### src/rtl/decode_h2_pkg.sv
// decode_h2_pkg: shared widths, parity coverage masks, error classes and the
// Hamming-position to codeword-index mapping for the H2 SEC-DED decoder.
package decode_h2_pkg;

    localparam int DATA_W = 11;
    localparam int CW_W   = 16;
    localparam int SYN_W  = 4;

    // Data bits covered by each Hamming parity bit (bit n of a mask = data[n])
    localparam logic [DATA_W-1:0] P0_MASK = 11'h55B;  // data {0,1,3,4,6,8,10}
    localparam logic [DATA_W-1:0] P1_MASK = 11'h66D;  // data {0,2,3,5,6,9,10}
    localparam logic [DATA_W-1:0] P2_MASK = 11'h78E;  // data {1,2,3,7,8,9,10}
    localparam logic [DATA_W-1:0] P3_MASK = 11'h7F0;  // data {4..10}

    typedef enum logic [1:0] {
        ERR_NONE,
        ERR_SINGLE,
        ERR_DOUBLE
    } err_kind_t;

    // Position 0 stands for the overall-parity bit; parity positions 1,2,4,8
    // live in cw[3:0]; the remaining positions hold data in cw[15:5] in order.
    function automatic logic [3:0] pos_to_idx(input logic [SYN_W-1:0] pos);
        logic [3:0] idx;
        case (pos)
            4'd0:    idx = 4'd4;
            4'd1:    idx = 4'd0;
            4'd2:    idx = 4'd1;
            4'd3:    idx = 4'd5;
            4'd4:    idx = 4'd2;
            4'd5:    idx = 4'd6;
            4'd6:    idx = 4'd7;
            4'd7:    idx = 4'd8;
            4'd8:    idx = 4'd3;
            default: idx = pos;
        endcase
        return idx;
    endfunction

endpackage

### src/rtl/decode_h2_syndrome.sv
// decode_h2_syndrome: purely combinational syndrome and overall-mismatch
// computation for one 16-bit H2 codeword.
module decode_h2_syndrome
    import decode_h2_pkg::*;
(
    input  logic [CW_W-1:0]  codeword,
    output logic [SYN_W-1:0] syndrome,
    output logic             om
);

    logic [DATA_W-1:0] data;

    assign data = codeword[CW_W-1:CW_W-DATA_W];

    // Recompute each parity over its coverage set and compare with the stored bit
    always_comb begin
        syndrome[0] = (^(data & P0_MASK)) ^ codeword[0];
        syndrome[1] = (^(data & P1_MASK)) ^ codeword[1];
        syndrome[2] = (^(data & P2_MASK)) ^ codeword[2];
        syndrome[3] = (^(data & P3_MASK)) ^ codeword[3];
        om          = ^codeword;
    end

endmodule

### src/rtl/decode_h2_pipe.sv
// decode_h2_pipe: two-stage SEC-DED decoder for the H2 codeword with a
// valid/ready handshake and saturating error counters.
// Optional build macro DECODE_H2_ERR_INJECT_EN adds inj_en/inj_mask ports that
// XOR a mask into the codeword as it is captured into the first stage.
module decode_h2_pipe
    import decode_h2_pkg::*;
#(
    parameter int CNT_WIDTH = 16
) (
    input  logic                 clk,
    input  logic                 rst,
    input  logic                 in_valid,
    output logic                 in_ready,
    input  logic [CW_W-1:0]      in_codeword,
    output logic                 out_valid,
    input  logic                 out_ready,
    output logic [DATA_W-1:0]    out_data,
    output logic                 out_single_err,
    output logic                 out_double_err,
    output logic [SYN_W-1:0]     out_syndrome,
    input  logic                 cnt_clr,
    output logic [CNT_WIDTH-1:0] sec_cnt,
    output logic [CNT_WIDTH-1:0] ded_cnt
`ifdef DECODE_H2_ERR_INJECT_EN
    ,
    input  logic                 inj_en,
    input  logic [CW_W-1:0]      inj_mask
`endif
);

    logic              s1_valid;
    logic [DATA_W-1:0] s1_data;
    logic [SYN_W-1:0]  s1_syn;
    logic              s1_om;

    logic              s1_adv;
    logic              s2_adv;
    logic              deliver;

    logic [CW_W-1:0]   cap_cw;
    logic [SYN_W-1:0]  cap_syn;
    logic              cap_om;

    err_kind_t         kind;
    logic [3:0]        flip_idx;
    logic [3:0]        data_idx;
    logic [DATA_W-1:0] fixed_data;

    assign s2_adv   = !out_valid || out_ready;
    assign s1_adv   = !s1_valid || s2_adv;
    assign in_ready = s1_adv;
    assign deliver  = out_valid && out_ready;

`ifdef DECODE_H2_ERR_INJECT_EN
    assign cap_cw = inj_en ? (in_codeword ^ inj_mask) : in_codeword;
`else
    assign cap_cw = in_codeword;
`endif

    decode_h2_syndrome u_syndrome (
        .codeword (cap_cw),
        .syndrome (cap_syn),
        .om       (cap_om)
    );

    // Stage 1 captures data bits, syndrome and overall mismatch whenever it can advance
    always_ff @(posedge clk or posedge rst) begin
        if (rst) begin
            s1_valid <= 1'b0;
            s1_data  <= '0;
            s1_syn   <= '0;
            s1_om    <= 1'b0;
        end else if (s1_adv) begin
            s1_valid <= in_valid;
            if (in_valid) begin
                s1_data <= cap_cw[CW_W-1:CW_W-DATA_W];
                s1_syn  <= cap_syn;
                s1_om   <= cap_om;
            end
        end
    end

    // Classify the stage-1 word; only a flip landing in cw[15:5] changes the data
    always_comb begin
        kind       = ERR_NONE;
        fixed_data = s1_data;
        flip_idx   = pos_to_idx(s1_syn);
        data_idx   = flip_idx - 4'd5;
        if (s1_om) begin
            kind = ERR_SINGLE;
            if (flip_idx >= 4'd5) begin
                fixed_data[data_idx] = ~s1_data[data_idx];
            end
        end else if (s1_syn != '0) begin
            kind = ERR_DOUBLE;
        end
    end

    // Stage 2 output registers hold their value while the consumer stalls
    always_ff @(posedge clk or posedge rst) begin
        if (rst) begin
            out_valid      <= 1'b0;
            out_data       <= '0;
            out_single_err <= 1'b0;
            out_double_err <= 1'b0;
            out_syndrome   <= '0;
        end else if (s2_adv) begin
            out_valid <= s1_valid;
            if (s1_valid) begin
                out_data       <= fixed_data;
                out_single_err <= (kind == ERR_SINGLE);
                out_double_err <= (kind == ERR_DOUBLE);
                out_syndrome   <= s1_syn;
            end
        end
    end

    // Saturating statistics counted once per delivered word; clear has priority
    always_ff @(posedge clk or posedge rst) begin
        if (rst) begin
            sec_cnt <= '0;
            ded_cnt <= '0;
        end else if (cnt_clr) begin
            sec_cnt <= '0;
            ded_cnt <= '0;
        end else if (deliver) begin
            if (out_single_err && (sec_cnt != '1)) begin
                sec_cnt <= sec_cnt + 1'b1;
            end
            if (out_double_err && (ded_cnt != '1)) begin
                ded_cnt <= ded_cnt + 1'b1;
            end
        end
    end

endmodule
### config.mk
export PLATFORM = sky130hd
export DESIGN_NAME = decode_h2_pipe
export DESIGN_NICKNAME = d
export VERILOG_FILES = /design/src/rtl/decode_h2_pkg.sv /design/src/rtl/decode_h2_syndrome.sv /design/src/rtl/decode_h2_pipe.sv
export SDC_FILE = /design/constraint.sdc
export NUM_CORES = 1
export LEC_CHECK = 0
export CAP_MARGIN = 25
export CORE_UTILIZATION = 38
export CTS_CLUSTER_DIAMETER = 100
export DETAILED_ROUTE_END_ITERATION = 8
export HOLD_SLACK_MARGIN = 0.15
export PLACE_DENSITY = 0.61
export SLEW_MARGIN = 40
export SYNTH_ARGS = -nofsm -noshare
export SYNTH_HDL_FRONTEND = slang
export SYNTH_SLANG_ARGS = --single-unit
### constraint.sdc
create_clock -name clk -period 2.7 [get_ports clk]
set_input_delay 0.54 -clock clk [delete_from_list [all_inputs] [get_ports clk]]
set_output_delay 0.54 -clock clk [all_outputs]
set_load 0.01 [all_outputs]
==> reports/summary.log <==
[floorplan] starting density of the core 39.88%
[sta] Pins Over Slew Limit 0
[cts] clock root buffer master clkbuf_8
[place] final weighted congestion in routability-driven placement 0.8582
[floorplan] core box area 10460 um2
[floorplan] total die area 11400 um2
[sta] achievable clock frequency 384.0 MHz
[synth] sequential fraction of the synthesis area 40.18%
[cts] clock-pin slew of the registers on the worst-case setup and hold paths 0.07 ns
[pwr] leak pwr 2.119 nW
[setup_path] Crit path required time 2.96 ns
[synth] net count of the mapped netlist 459
[global_route] GRT Resource Usage Total 18.80%
[place] Placed Instances 632
[final_layout] Final Non-Filler Cells 648
[sta] minimum setup slack in the final design 0.09591 ns
[drt] vias per std cell 5.529
[synth] number of synthesis warnings 0
[cts] number of buffers on the longest clock path 2
[place] Detail Placement HPWL 7567 um
[cts] post-CTS resize count 0
[drt] average wire length per cell after detail routing 15.54 um
[place] Buffers on Ports 71
[cts] insertion delay of the later-clocked pin in the worst-skew pair 0.36 ns
[sta] ratio of final minimum period to clock period 96.45%
[sta] setup total negative slack 0 ns
[global_route] number of antenna violations at the first check in global routing 0
[floorplan] floorplan die height 106.8 um
[drt] remaining antenna violation count after routing 0
[sta] fin crit period 2.604 ns
[floorplan] die boundary width 106.8 um
[synth] number of distinct library cells after synthesis 69
[drt] via count 3583
[setup_path] kind of critical path flip-flop to flip-flop
[setup_path] cell count of the worst reg-to-reg path 10
[setup_path] biggest cell delay along the critical path 0.54 ns
[sta] Worst Max-Slew Pin Slew 0.5486 ns
[job] Max-cap violations 0
[drt] number of detailed-route iterations in the first pass 4
[cts] total clock sinks 67
[final_layout] proportion of layout cells with a drive suffix above 1 14.26%
[synth] syn_area_per_cell 9.704 um2
[global_route] aggregate global routing overflow 0
[final_layout] final core area utilization 51.18%
[cts] number of levels in the clock H-tree 3
[setup_path] maximum net fanout on the critical path 10
[sta] final setup skew 0.01100 ns
[synth] most used flip-flop cell after synthesis dfrtp_1
[synth] Seq cells post-synth 67
[setup_path] crit path cell chain a21boi_2 -> nand2_1 -> nand2_2 -> inv_2 -> ha_4 -> xnor2_1 -> a21oi_1 -> o221a_1 -> or4_4 -> o31ai_2
[synth] Syn Inst Count 430
[place] worst setup slack after placement 0.1118 ns
[final_layout] leading cell types in the layout, fill and taps excluded 71 x clkdlybuf4s50_1, 67 x dfrtp_1, 43 x nand2_1, 32 x xnor2_1
[drt] Routed WL 10070 um
[final_layout] most common cell after layout, fill and taps aside clkdlybuf4s50_1
[sta] Final Hold Viols 0
[setup_path] endpoint class of the critical path flip-flop
[setup_path] type of element launching the critical path flip-flop
[hold_path] cell depth of the worst hold path 2
[cts] TritonCTS buffer count 9
[drt] drt first-iter violations 174
[synth] share of synthesized registers carrying an async set or reset 100.0%
[setup_path] data arrival time at the worst-slack endpoint 2.86 ns
[run_status] outcome completed
[setup_path] cell with the biggest individual delay on the critical path or4_4
[global_route] number of global-route vias before repair 3520
[cts] total of hold buffers inserted after clock tree synthesis 0
[global_route] wire length of the first global-routing pass 16770 um
[sta] final setup violation count 0
[sta] RSZ-0062 raised after global routing false
[pwr] maximum vdd drop 0.3347 mV
[floorplan] Cell Rows 37
[sta] worst-case headroom to the max-slew limit 63.29%
[cts] setup fix buffers added after clock tree synthesis 0
[drt] drt drc 0
[synth] cell area after synthesis 4173 um2
[final_layout] # nets final 536
[pwr] power density relative to cell area 765.5 nW/um2
[final_layout] antenna cells 0
[cts] CTS tree built
[synth] number of flops mapped to enable cells by yosys 0
[floorplan] num ports 72
[hold_path] worst min-delay path class flip-flop to flip-flop
[final_layout] Area Growth Syn to Fin 28.34%
[global_route] maximum number of pins on one net before global-route repair 34
power by group:
group | internal [mW] | switching (mW) | leakage [nW]
combinational | 0.860 | 0.939 | 1.13
sequential | 1.15 | 0.147 | 0.866
clock | 0.621 | 0.384 | 0.122
total | 2.63 | 1.47 | 2.12
metrics by stage:
stage	area, um2	power (mW)	hold slack (ns)
5_1_grt	5355	4.350	0.5334
6_report	5355	4.099	0.4832
3_3_place_gp	5086	3.045	0.4713
4_1_cts	5333	4.101	0.4866
3_5_place_dp	5086	3.076	0.4715
2_1_floorplan	4182	2.501	0.4498
state kept, by name, summed over array words and instances, names as in the netlist:
name            cells
ded_cnt            16
sec_cnt            16
out_data           11
s1_data            11
out_syndrome        4
s1_syn              4
out_double_err      1
out_single_err      1
out_valid           1
s1_om               1
s1_valid            1
Yosys cell counts (6+ instances only):
cell,number,area share (%)
clkbuf_1,13,1.2
or4_1,11,2.0
nor2_1,21,1.9
ha_1,8,2.4
o21ai_0,10,1.2
xnor2_1,32,6.7
nand2_1,43,3.9
mux2i_1,6,1.4
mux2_2,14,3.8
nor3b_1,6,1.1
and4_1,6,1.3
a21oi_1,19,2.3
o31ai_1,21,3.8
nand2b_1,6,0.90
nand4_1,9,1.3
nor4_1,6,0.90
xor2_1,9,1.9
nand3_1,11,1.3
dfrtp_1,67,40
inv_1,19,1.7
critical path: cells and delay by family, from the launching register on:
kind / cells / cell delay, ns
AO/OA/AOI/OAI: 4 / 0.86
AND/OR/NAND/NOR: 3 / 0.70
flip-flops: 1 / 0.48
XOR/XNOR: 1 / 0.23
adder cells (fa/ha/maj): 1 / 0.18
buffers and inverters: 1 / 0.05
routing by layer:
metal	vias to the layer above	wire, um	part of all wire (%)	GRT usage [%]
met4	0	211	2.1	9.198
met3	13	446	4.4	3.830
met2	92	4881	48	30.88
met5	-	0	0	0
met1	1742	4531	45	23.50
li1	1736	-	-	-
cells by family (layout without fill, tap and decap cells):
kind of cell / Yosys count / in the layout / synth area share [%]
AND/OR/NAND/NOR: 152 / 152 / 20.21
AO/OA/AOI/OAI: 92 / 92 / 16.22
flip-flops: 67 / 67 / 40.18
buffers and inverters: 46 / 128 / 5.277
XOR/XNOR: 42 / 42 / 9.146
multiplexers: 23 / 23 / 6.567
adder cells (fa/ha/maj): 8 / 8 / 2.399
final timing paths:
check / from / endpoint / slack (ns)
worst max-delay path: s1_syn[1]$_DFFE_PP0P_ / out_data[3]$_DFFE_PP0P_ / 0.1
worst min-delay path: out_syndrome[1]$_DFFE_PP0P_ / out_syndrome[1]$_DFFE_PP0P_ / 0.48
worst max register to register: s1_syn[1]$_DFFE_PP0P_ / out_data[3]$_DFFE_PP0P_ / 0.1
worst min register to register: out_syndrome[1]$_DFFE_PP0P_ / out_syndrome[1]$_DFFE_PP0P_ / 0.48
max in group asynchronous: rst / sec_cnt[2]$_DFFE_PP0P_ / 1.62
min in group asynchronous: rst / ded_cnt[9]$_DFFE_PP0P_ / 0.53
final cells by class:
cell class / instances / area (um2)
inverters: 20 / 75.07
well taps: 136 / 170.2
clock buffers: 13 / 178.9
multi-input cells: 317 / 2306
fillers: 974 / 5107
clock inverters: 3 / 67.56
repair buffers: 92 / 880.8
flip-flops and latches: 67 / 1677
(Power assumes the default switching activity.)
